File: config.mk
export PLATFORM = sky130hd
export DESIGN_NAME = aes_job_scheduler
export DESIGN_NICKNAME = d
export VERILOG_FILES = /design/src/rtl/aes_job_scheduler.sv
export SDC_FILE = /design/constraint.sdc
export NUM_CORES = 1
export LEC_CHECK = 0
export CORE_AREA = 2 2 352 354
export DETAILED_ROUTE_END_ITERATION = 7
export DIE_AREA = 0 0 354 356
export GPL_TIMING_DRIVEN = 0
export PLACE_DENSITY = 0.43
export REMOVE_ABC_BUFFERS = 1
export SETUP_SLACK_MARGIN = 0.05
export SLEW_MARGIN = 20
export SYNTH_ARGS = -nofsm -noshare
export SYNTH_HDL_FRONTEND = slang
export SYNTH_SLANG_ARGS = --single-unit
File: constraint.sdc
create_clock -name i_clk -period 2.4 [get_ports i_clk]
set_clock_uncertainty 0.1 [all_clocks]
set_input_delay 0.48 -clock i_clk [delete_from_list [all_inputs] [get_ports i_clk]]
set_output_delay 0.48 -clock i_clk [all_outputs]
set_load 0.05 [all_outputs]
File: src/rtl/aes_job_scheduler.sv
// Single-job scheduler in front of a fixed-latency AES datapath: arbitrates two requesters,
// holds the key, times the datapath latency and presents each result until acknowledged.
module aes_job_scheduler #(
  parameter int unsigned N       = 128,
  parameter int unsigned LATENCY = 11
) (
  input  logic         i_clk,
  input  logic         i_rst_n,
  input  logic         i_key_load,
  input  logic [N-1:0] i_key_in,
  input  logic         i_req0_valid,
  input  logic [N-1:0] i_req0_data,
  output logic         o_req0_ready,
  input  logic         i_req1_valid,
  input  logic [N-1:0] i_req1_data,
  output logic         o_req1_ready,
  output logic [N-1:0] o_core_pt,
  output logic [N-1:0] o_core_key,
  input  logic [N-1:0] i_core_ct,
  output logic         o_rsp_valid,
  input  logic         i_rsp_ready,
  output logic         o_rsp_id,
  output logic [N-1:0] o_rsp_data,
  output logic         o_busy,
  output logic         o_key_ok
);

  typedef enum logic [1:0] {
    StIdle = 2'd0,
    StWait = 2'd1,
    StResp = 2'd2
  } state_e;

  localparam logic [7:0] LastCount = 8'(LATENCY - 1);

  state_e       r_state;
  logic [7:0]   r_count;
  logic         r_last_grant;
  logic         r_key_ok;
  logic         r_rsp_valid;
  logic         r_rsp_id;
  logic [N-1:0] r_core_pt;
  logic [N-1:0] r_core_key;
  logic [N-1:0] r_rsp_data;

  logic w_grant_en;
  logic w_pick0;
  logic w_pick1;

  // A key_load cycle takes priority over granting.
  assign w_grant_en = (r_state == StIdle) && r_key_ok && !i_key_load;
  // On a tie the requester that was not granted last wins.
  assign w_pick1    = i_req1_valid && (!i_req0_valid || !r_last_grant);
  assign w_pick0    = i_req0_valid && !w_pick1;

  assign o_req0_ready = w_grant_en && w_pick0;
  assign o_req1_ready = w_grant_en && w_pick1;

  assign o_core_pt   = r_core_pt;
  assign o_core_key  = r_core_key;
  assign o_rsp_valid = r_rsp_valid;
  assign o_rsp_id    = r_rsp_id;
  assign o_rsp_data  = r_rsp_data;
  assign o_busy      = (r_state != StIdle);
  assign o_key_ok    = r_key_ok;

  always_ff @(posedge i_clk or negedge i_rst_n) begin
    if (!i_rst_n) begin
      r_state      <= StIdle;
      r_count      <= 8'd0;
      r_last_grant <= 1'b1;
      r_key_ok     <= 1'b0;
      r_rsp_valid  <= 1'b0;
      r_rsp_id     <= 1'b0;
      r_core_pt    <= '0;
      r_core_key   <= '0;
      r_rsp_data   <= '0;
    end else begin
      case (r_state)
        StIdle: begin
          if (i_key_load) begin
            r_core_key <= i_key_in;
            r_key_ok   <= 1'b1;
          end else if (o_req0_ready || o_req1_ready) begin
            r_core_pt    <= o_req1_ready ? i_req1_data : i_req0_data;
            r_rsp_id     <= o_req1_ready;
            r_last_grant <= o_req1_ready;
            r_count      <= 8'd0;
            r_state      <= StWait;
          end
        end
        StWait: begin
          r_count <= r_count + 8'd1;
          // Capture lands LATENCY edges after the accept edge.
          if (r_count == LastCount) begin
            r_rsp_data  <= i_core_ct;
            r_rsp_valid <= 1'b1;
            r_state     <= StResp;
          end
        end
        StResp: begin
          if (i_rsp_ready) begin
            r_rsp_valid <= 1'b0;
            r_state     <= StIdle;
          end
        end
        default: begin
          r_rsp_valid <= 1'b0;
          r_state     <= StIdle;
        end
      endcase
    end
  end

endmodule
Word level (Yosys, flattened, before mapping)
Index checks and enable logic that the tools add are counted.

$add $sub $neg: 1. Equality and inequality tests: 7. Muxes and demuxes: 12. Reductions and logical operators: 21. Bitwise logic cells: 2.

Operators by type and width (number): $mux W128 (1); $mux W8 (2); $pmux W8 S2 (1); $reduce_and A3 Y1 (3); $add A8 B1 Y8 const B (1); $eq A8 B4 Y1 const B (1); $mux W2 (4); $logic_and A1 B1 Y1 (6); $ne A2 B2 Y1 const B (3); $pmux W2 S3 (1); $logic_not A1 Y1 (4); $reduce_and A2 Y1 (2); $reduce_and A4 Y1 (1); $reduce_bool A2 Y1 (2); $pmux W1 S3 (1); $eq A2 B1 Y1 const B (1); $eq A2 B2 Y1 const B (1); $logic_not A2 Y1 (1); $logic_or A1 B1 Y1 (2); $mux W1 (2); $ne A2 B1 Y1 const B (1); $not A1 Y1 (2).

Bits in registers: 398. Input port bits: 518. Output and inout bits: 390. Word-level logic and storage cells: 52.

Longest topological paths before layout
Gate-level depths: netlist of the first run.

Word-level depth: 10. Mapped depth: 8. Gate-level depth less buffers: 6.

Least setup slack after synthesis of the first run
Ideal clock, no wire load.

Path kind: reg2out. Start: reg r_state[0]. End: out o_req0_ready. Required time: 1820 ps. Path buffers: 1. Cell stages (with the launch flop): 5. Setup slack: -42 ps. Arrival: 1862 ps. Cells stage by stage: dfrtp_1 > or2_1 > buf_2 > or2_4 > nor2_1.

Longest elaborated chain between the ends: 4.

RTL lines: start: declaration (RTL line 36) `state_e r_state;`; start signal: assignment (RTL line 69) `r_state <= StIdle;`; start signal: assignment (RTL line 89) `r_state <= StWait;`; start signal: assignment (RTL line 98) `r_state <= StResp;`; $logic_not A2 Y1 (RTL line 51) `assign w_grant_en = (r_state == StIdle) && r_key_ok && !i_key_load;`; $logic_and A1 B1 Y1 (2 in a row) (RTL line 51); $logic_and A1 B1 Y1 (RTL line 56) `assign o_req0_ready = w_grant_en && w_pick0;`; end: declaration (RTL line 13) `output logic o_req0_ready,`.

Every way passes these cells.

Worst setup path in the final report of the first run
Same ends and word-level chain as after synthesis.

==> results of run 1 <==
[sequential cells by signal (all words and copies together), names as in the netlist]
| register | cells |
|---|---|
| r_count | 8 |
| o_key_ok | 1 |
| o_rsp_id | 1 |
| o_rsp_data | 128 |
| o_rsp_valid | 1 |
| o_core_key | 128 |
| r_state | 2 |
| o_core_pt | 128 |
| r_last_grant | 1 |
[power breakdown]
group	leakage (nW)	switching (W)	internal [W]
logic	6.60	0.0172	0.00832
registers	4.56	0.00199	0.0101
clock network	0.862	0.00328	0.00477
[path summary, 6_finish.rpt]
| path | from | endpoint | slack (ns) | cells after the start |
|---|---|---|---|---|
| max | r_state[0]$_DFFE_PN0P_ | o_req0_ready | -0.04 | 4 |
| min | i_rst_n | o_core_pt[102]$_DFFE_PN0P_ | 0.13 | 2 |
| max reg2reg | r_state[0]$_DFFE_PN0P_ | o_core_key[109]$_DFFE_PN0P_ | 0.10 | 8 |
| min reg2reg | o_rsp_data[75]$_DFFE_PN0P_ | o_rsp_data[75]$_DFFE_PN0P_ | 0.38 | 1 |
| max in group asynchronous | i_rst_n | o_rsp_data[64]$_DFFE_PN0P_ | 0.42 | 5 |
| min in group i_clk | i_req1_valid | r_last_grant$_DFFE_PN1P_ | 0.30 | 3 |
[cell families after synthesis]
logic type,share of synthesized area [%]
flops,60.8
compound gates,16.4
mux,17.6
buf+inv,3.79
simple gates,1.30
fa+ha+maj,0.153
[per-layer routing]
layer	vias up	global-route usage, %	wire length, µm
met4	12	3.16	1700
li1	5908	-	-
met2	569	20.6	38700
met3	90	3.85	6110
met1	6670	13.3	29900
met5	-	0	72
[through the flow]
stage | power [W] | TNS, ns | cell area, µm² | utilization, %
4_1_cts | 0.0462 | -0.216 | 29300 | 23.9
6_report | 0.0457 | -0.0630 | 29500 | 24.1
5_1_grt | 0.0478 | -0.267 | 29500 | 24.1
3_5_place_dp | 0.0398 | -90.19 | 27600 | 22.5
3_3_place_gp | 0.0393 | - | 26900 | 21.9
2_1_floorplan | 0.0290 | -1651.35 | 15800 | -
[worst register-to-register path, delay by kind of cell (launching register included)]
family        cells  cell delay [ns]
simple gates      2             0.41
buf+inv           5             0.94
flops             1             0.39
mux               1             0.36
[layout make-up]
| type | instances | area (µm²) | area share (%) |
|---|---|---|---|
| tap | 1637 | 2050 | 6.94 |
| clock buffer | 76 | 1490 | 5.06 |
| timing repair buffer | 959 | 9610 | 32.6 |
| inverter | 4 | 15.0 | 0.0509 |
| multi-input combinational | 576 | 6120 | 20.7 |
| antenna | 1 | 2.50 | 0.00848 |
| clock inverter | 20 | 264 | 0.894 |
| sequential | 398 | 9960 | 33.7 |
[timing repair]
| action | in CTS | in global routing |
|---|---|---|
| pin swaps | 10 | 6 |
| gates resized for setup | 440 | 63 |
| hold buffers | 1 | 0 |
| hold endpoints to repair | 91 | 0 |
| endpoints found under the setup margin | 644 | 138 |
| gates cloned | 8 | 0 |
| setup buffers | 14 | 8 |
[cell usage in the layout (no fill, tap or decap), types with 5 or more instances in the layout]
| cell | Yosys | final |
|---|---|---|
| buf_16 | 0 | 24 |
| a2bb2oi_1 | 28 | 28 |
| clkdlybuf4s50_1 | 0 | 515 |
| mux2_4 | 0 | 52 |
| dfrtp_1 | 397 | 397 |
| buf_12 | 11 | 8 |
| clkbuf_1 | 28 | 15 |
| dlygate4sd2_1 | 0 | 381 |
| buf_8 | 0 | 5 |
| clkbuf_8 | 0 | 8 |
| a2bb2oi_2 | 100 | 100 |
| mux2_2 | 233 | 182 |
| o22ai_1 | 129 | 129 |
| clkinv_2 | 0 | 10 |
| a21oi_1 | 6 | 6 |
| buf_4 | 11 | 15 |
| clkbuf_16 | 0 | 53 |
| mux2_1 | 23 | 22 |
| nor2_4 | 0 | 5 |
| nor2_1 | 10 | 6 |
==> summary.md, run 1 <==
| Metric | Value |
|---|---|
| Status | `finished with violations` |
| Failing checks | `setup timing` |
| Synth Area per Inst | `15.5 µm²` |
| Final setup margin | `-0.0448 ns` |
| Worst-path clk slew | `roughly 0.060 ns` |
| Routability Congestion | `0.928` |
| Synth cell types | `37` |
| H-tree depth | `2` |
| Post-synth EDFFs | `0` |
| Pre-CTS setup slack | `-0.757 ns` |
| CP required | `between 1.5 and 2 ns` |
| Area delta synth->final | `80.2%` |
| First-iteration detailed-routing DRC count | `roughly 440` |
| Vias per cell | `~3.6` |
| Main synth FF type | `dfrtp_1` |
| Post-route ant nets | `0` |
| Finished Layout Cells | `around 3700` |
| Seq cells post-synth | `about 400` |
| Hold Violations, Final | `0` |
| Global route overflow | `0` |
| Minimum clock period | `about 2.4 ns` |
| Post-Synthesis Cells | `1060` |
| FILL cells | `~13000` |
| Placed cells | `between 3000 and 4000` |
| Slowest CP cell | `dfrtp_1` |
| Slew Viols, Final | `0` |
| Worst setup SP type | `flop` |
| CTS tree | `built` |
| Critical Path End Type | `output port` |
| # IOs | `about 910` |
| TritonCTS Buffers | `53` |
| Unrepaired setup endpoints after global routing | `true` |
| Die ar. | `around 130000 µm²` |
| Leakage | `12.0 nW` |
| Clock sink total | `a little under 400` |
| Largest net degree at the start of global routing | `just under 100` |
| Most common cell in the netlist | `dfrtp_1` |
| Period utilization | `102%` |
| Vias in the first global route | `14600` |
| Mapped Area | `16400 µm²` |
| Share of layout cells above drive strength 1 | `between 20% and 30%` |
| Critical path arrival | `about 1.9 ns` |
| VDD IR max | `about 840 µV` |
| Main area contributors after synthesis | `dfrtp_1 (61%), mux2_2 (16%), a2bb2oi_2 (9.2%)` |
| First-pass GRT wire length | `between 100 and 150 mm` |
| Via count | `approximately 13000` |
| Worst skew pair latency | `0.63 ns` |
| Die width | `354 µm` |
| Final WL | `approximately 76 mm` |
| Port Buffers | `between 900 and 1000` |
| # rows | `around 130` |
| Yosys top cell by area | `dfrtp_1` |
| DP HPWL | `a little under 60 mm` |
| Crit path max-delay family | `simple AND/OR/NAND/NOR gates` |
| Number of synthesis warnings | `0` |
| Top cell type's share of synthesized area | `between 60% and 70%` |
| Die height | `around 360 µm` |
| CTS Root Buffer Type | `clkbuf_16` |
| WHS | `about 0.13 ns` |
| DRC Markers | `0` |
| Total core area | `~120000 µm²` |
| Slew @ Worst Pin | `~0.86 ns` |
| Pwr per Cell Area | `1550 nW/µm²` |
| Drt wl/cell | `around 21 µm` |
| Fmax | `~400 MHz` |
| Sequential fraction of the synthesis area | `between 60% and 70%` |
| Cell chain of the critical path | `or2_4 -> or2_4 -> nor2_4 -> buf_8` |
| Max FO, Critical Path | `3` |
| Hold Path Class | `input pin to asynchronous set/reset pin` |
| Final setup fails | `2` |
| Ys async rst share | `100%` |
| Synth cell count leaders | `dfrtp_1 (397), mux2_2 (233), o22ai_1 (129), a2bb2oi_2 (100), buf_2 (32)` |
| Most frequent CP cell | `or2_4` |
| CP peak stage delay | `between 0.3 and 0.4 ns` |
| Clock Path Buffers | `3` |
| Pre-antenna DRT Iters | `4` |
| Initial antenna violation count | `12` |
| Nets | `2512` |
| Critical path class | `flop to output port` |
| Max Cap Viol | `0` |
| Gr usage total | `11.6%` |
| Starting Density | `roughly an eighth` |
| Crit path buf inv count | `1` |
| Rel. slew slack | `around 43%` |
Power figures use the tool's default switching activity.
==> inputs of run 2 (changes only) <==
RECOVER_POWER = 25   (was not set)
clock period = 2.5 ns   (was 2.4 ns; I/O delays follow)
==> run 2 against run 1 <==
  * The run now ends clean
  * Wire length fell by 1.3%
  * Sequential cell count did not move
  * Setup slack improved by 0.097 ns
  * Register-to-register slack got worse by 0.04 ns
  * Sequential share of layout area increased by 0.34 points
  * Non-clock buffer count shrank 10
  * Total power is 4.9% lower
  * Global-route usage down 0.17 points
  * Worst hold slack better by 0.12 ns
  * Critical path depth stayed put
  * Sequential power decreased by 4%
  * Clock power decreased by 4.0%
  * Critical path type unchanged
  * Critical endpoint unchanged
  * Highest routed layer unchanged
==> summary.md, run 2 (synthesis results as in run 1) <==
| Metric | Value |
|---|---|
| CTS Root Buffer Type | `clkbuf_16 (unchanged)` |
| Max FO, Critical Path | `4 (was 3)` |
| Port Buffers | `907 (unchanged)` |
| Setup TNS | `0 ns (was -0.0630 ns)` |
| Leakage | `11.9 nW (was 12.0 nW)` |
| Switch share | `49.4% (was 49.3%)` |
| VDD IR max | `897 µV (was 845 µV)` |
| Final setup fails | `0 (was 2)` |
| Final setup margin | `0.0521 ns (was -0.0448 ns)` |
| Total core area | `123000 µm² (unchanged)` |
| Finished Layout Cells | `3661 (was 3671)` |
| Pwr Total | `0.0434 W (was 0.0457 W)` |
| CP required | `1.90 ns (was 1.82 ns)` |
| # rows | `129 (unchanged)` |
| Rel. slew slack | `39.2% (was 42.6%)` |
| Vias per cell | `3.60 (was 3.61)` |
| Routability Congestion | `0.928 (unchanged)` |
| Starting Density | `13.4% (unchanged)` |
| Final WL | `75.5 mm (was 76.5 mm)` |
| Largest net degree at the start of global routing | `97 (unchanged)` |
| Clock power share | `17.8% (was 17.6%)` |
| Die height | `356 µm (unchanged)` |
| DP HPWL | `57.6 mm (unchanged)` |
| Sw power | `0.0215 W (was 0.0225 W)` |
| Fmax | `between 400 and 500 MHz` |
| DRC Markers | `0 (unchanged)` |
| Post-route ant nets | `0 (unchanged)` |
| Vias in the first global route | `14500 (was 14600)` |
| Hold Violations, Final | `0 (unchanged)` |
| Worst-path clk slew | `0.06 ns (about the same)` |
| Most common cell after layout, fill and taps aside | `clkdlybuf4s50_1 (unchanged)` |
| First-pass GRT wire length | `106 mm (was 107 mm)` |
| Worst setup SP type | `flop (unchanged)` |
| Slew @ Worst Pin | `0.912 ns (was 0.858 ns)` |
| Most frequent cells in the layout | `clkdlybuf4s50_1 (522), dfrtp_1 (397), dlygate4sd2_1 (359) (was clkdlybuf4s50_1 (515), dfrtp_1 (397), dlygate4sd2_1 (381))` |
| Clock Path Buffers | `3 (unchanged)` |
| First-iteration detailed-routing DRC count | `420 (was 438)` |
| Pwr per Cell Area | `1490 nW/µm² (was 1550 nW/µm²)` |
| Via count | `13200 (about the same)` |
| Global route overflow | `0 (unchanged)` |
| Initial antenna violation count | `11 (was 12)` |
| Reg power frac | `26.6% (was 26.4%)` |
| H-tree depth | `2 (unchanged)` |
| Drt wl/cell | `20.6 µm (was 20.8 µm)` |
| Period utilization | `between 90% and 100%` |
| Area delta synth->final | `78.4% (was 80.2%)` |
| # IOs | `908 (unchanged)` |
| WHS | `0.250 ns (was 0.129 ns)` |
| Clock sink total | `398 (unchanged)` |
| Hold Path Class | `input pin to asynchronous set/reset pin (unchanged)` |
| Share of layout cells above drive strength 1 | `23.5% (was 24.3%)` |
| Minimum clock period | `between 2 and 2.5 ns` |
| Critical path arrival | `1.85 ns (was 1.86 ns)` |
| Die ar. | `126000 µm² (unchanged)` |
| Pre-antenna DRT Iters | `4 (unchanged)` |
| Pre-CTS setup slack | `-0.697 ns (was -0.757 ns)` |
| Gr usage total | `11.4% (was 11.6%)` |
| Gate power share | `55.6% (was 55.9%)` |
| Max Cap Viol | `0 (unchanged)` |
| Critical path class | `flop to output port (unchanged)` |
| Die width | `354 µm (unchanged)` |
| Nets | `2502 (was 2512)` |
| Worst skew pair latency | `0.63 ns (about the same)` |
| CTS tree | `built (unchanged)` |
| Internal | `0.0220 W (was 0.0232 W)` |
| Status | `completed (was finished with violations)` |
| Unrepaired setup endpoints after global routing | `true (unchanged)` |
| TritonCTS Buffers | `53 (unchanged)` |
| Placed cells | `3545 (unchanged)` |
| Critical Path End Type | `output port (unchanged)` |
| Slew Viols, Final | `0 (unchanged)` |
==> run 2: cell types whose count changed in the layout (fill, tap and decap cells not counted), moves of 2 or more <==
cell	before	now
dlygate4sd2_1	381	359
clkdlybuf4s50_1	515	522
buf_16	24	18
mux2_2	182	233
buf_8	5	2
dlymetal6s2s_1	0	22
clkbuf_1	15	18
bufbuf_16	0	2
clkdlybuf4s15_2	3	0
clkdlybuf4s15_1	3	0
mux2_4	52	0
buf_4	15	8
==> run 2: through the flow <==
stage          utilization, %  cell area [µm²]
2_1_floorplan               -            15800
3_3_place_gp             21.9            26900
3_5_place_dp             22.5            27600
4_1_cts                  23.8            29200
5_1_grt                  23.8            29200
6_report                 23.8            29200
==> run 2: what timing repair did <==
item,4_1_cts,5_1_grt
gates cloned,5,1
setup endpoints to repair,528,221
buffers inserted,11,1
endpoints found under the hold margin,91,0
pin swaps,10,5
hold buffers,1,0
resized for setup,391,23
==> run 2: path summary, 6_finish.rpt <==
path                       cells after the start                        from  slack [ns]                     endpoint
max                                            4      r_state[1]$_DFFE_PN0P_        0.05                 o_req0_ready
min in group i_clk                             2              i_core_ct[123]        0.37  o_rsp_data[123]$_DFFE_PN0P_
min reg2reg                                    1  o_rsp_data[75]$_DFFE_PN0P_        0.38   o_rsp_data[75]$_DFFE_PN0P_
max reg2reg                                    5      r_state[1]$_DFFE_PN0P_        0.06   o_core_key[76]$_DFFE_PN0P_
max in group asynchronous                      5                     i_rst_n        0.23   o_rsp_data[64]$_DFFE_PN0P_
min                                            2                     i_rst_n        0.25   o_core_pt[102]$_DFFE_PN0P_
==> run 2: final cells by class <==
cell class / instances / area (µm²)
Antenna cell: 1 / 2.50
Clock buffer: 76 / 1490
Clock inverter: 20 / 264
Fill cell: 13000 / 93400
Inverter: 4 / 15.0
Multi-Input combinational cell: 576 / 5910
Sequential cell: 398 / 9960
Tap cell: 1637 / 2050
Timing Repair Buffer: 949 / 9520
==> run 2: worst max-delay path, cell delays in order, from the launching register on <==
cell	delay (ns)
dfrtp_1	0.40
or2_4	0.26
or2_4	0.27
nor2_4	0.14
buf_8	0.16
==> run 2: metal layers <==
layer  up-vias  wire length, µm  global-route usage (%)  part of all wire (%)
li1       5893                -                       -                     -
met1      6618            29400                    13.2                    39
met3        90             6070                    3.80                   8.0
met5         -               65                       0                 0.086
met4        10             1710                    3.11                   2.3
met2       564            38200                    20.1                    51
==> run 2: power groups by stage <==
stage	Combinational, W	Sequential [W]	Clock [W]
floorplan	0.00533	0.0225	0
global placement	0.0259	0.0118	0
detailed placement	0.0263	0.0119	0
CTS	0.0246	0.0117	0.00813
global route	0.0251	0.0120	0.00839
finish	0.0242	0.0116	0.00773
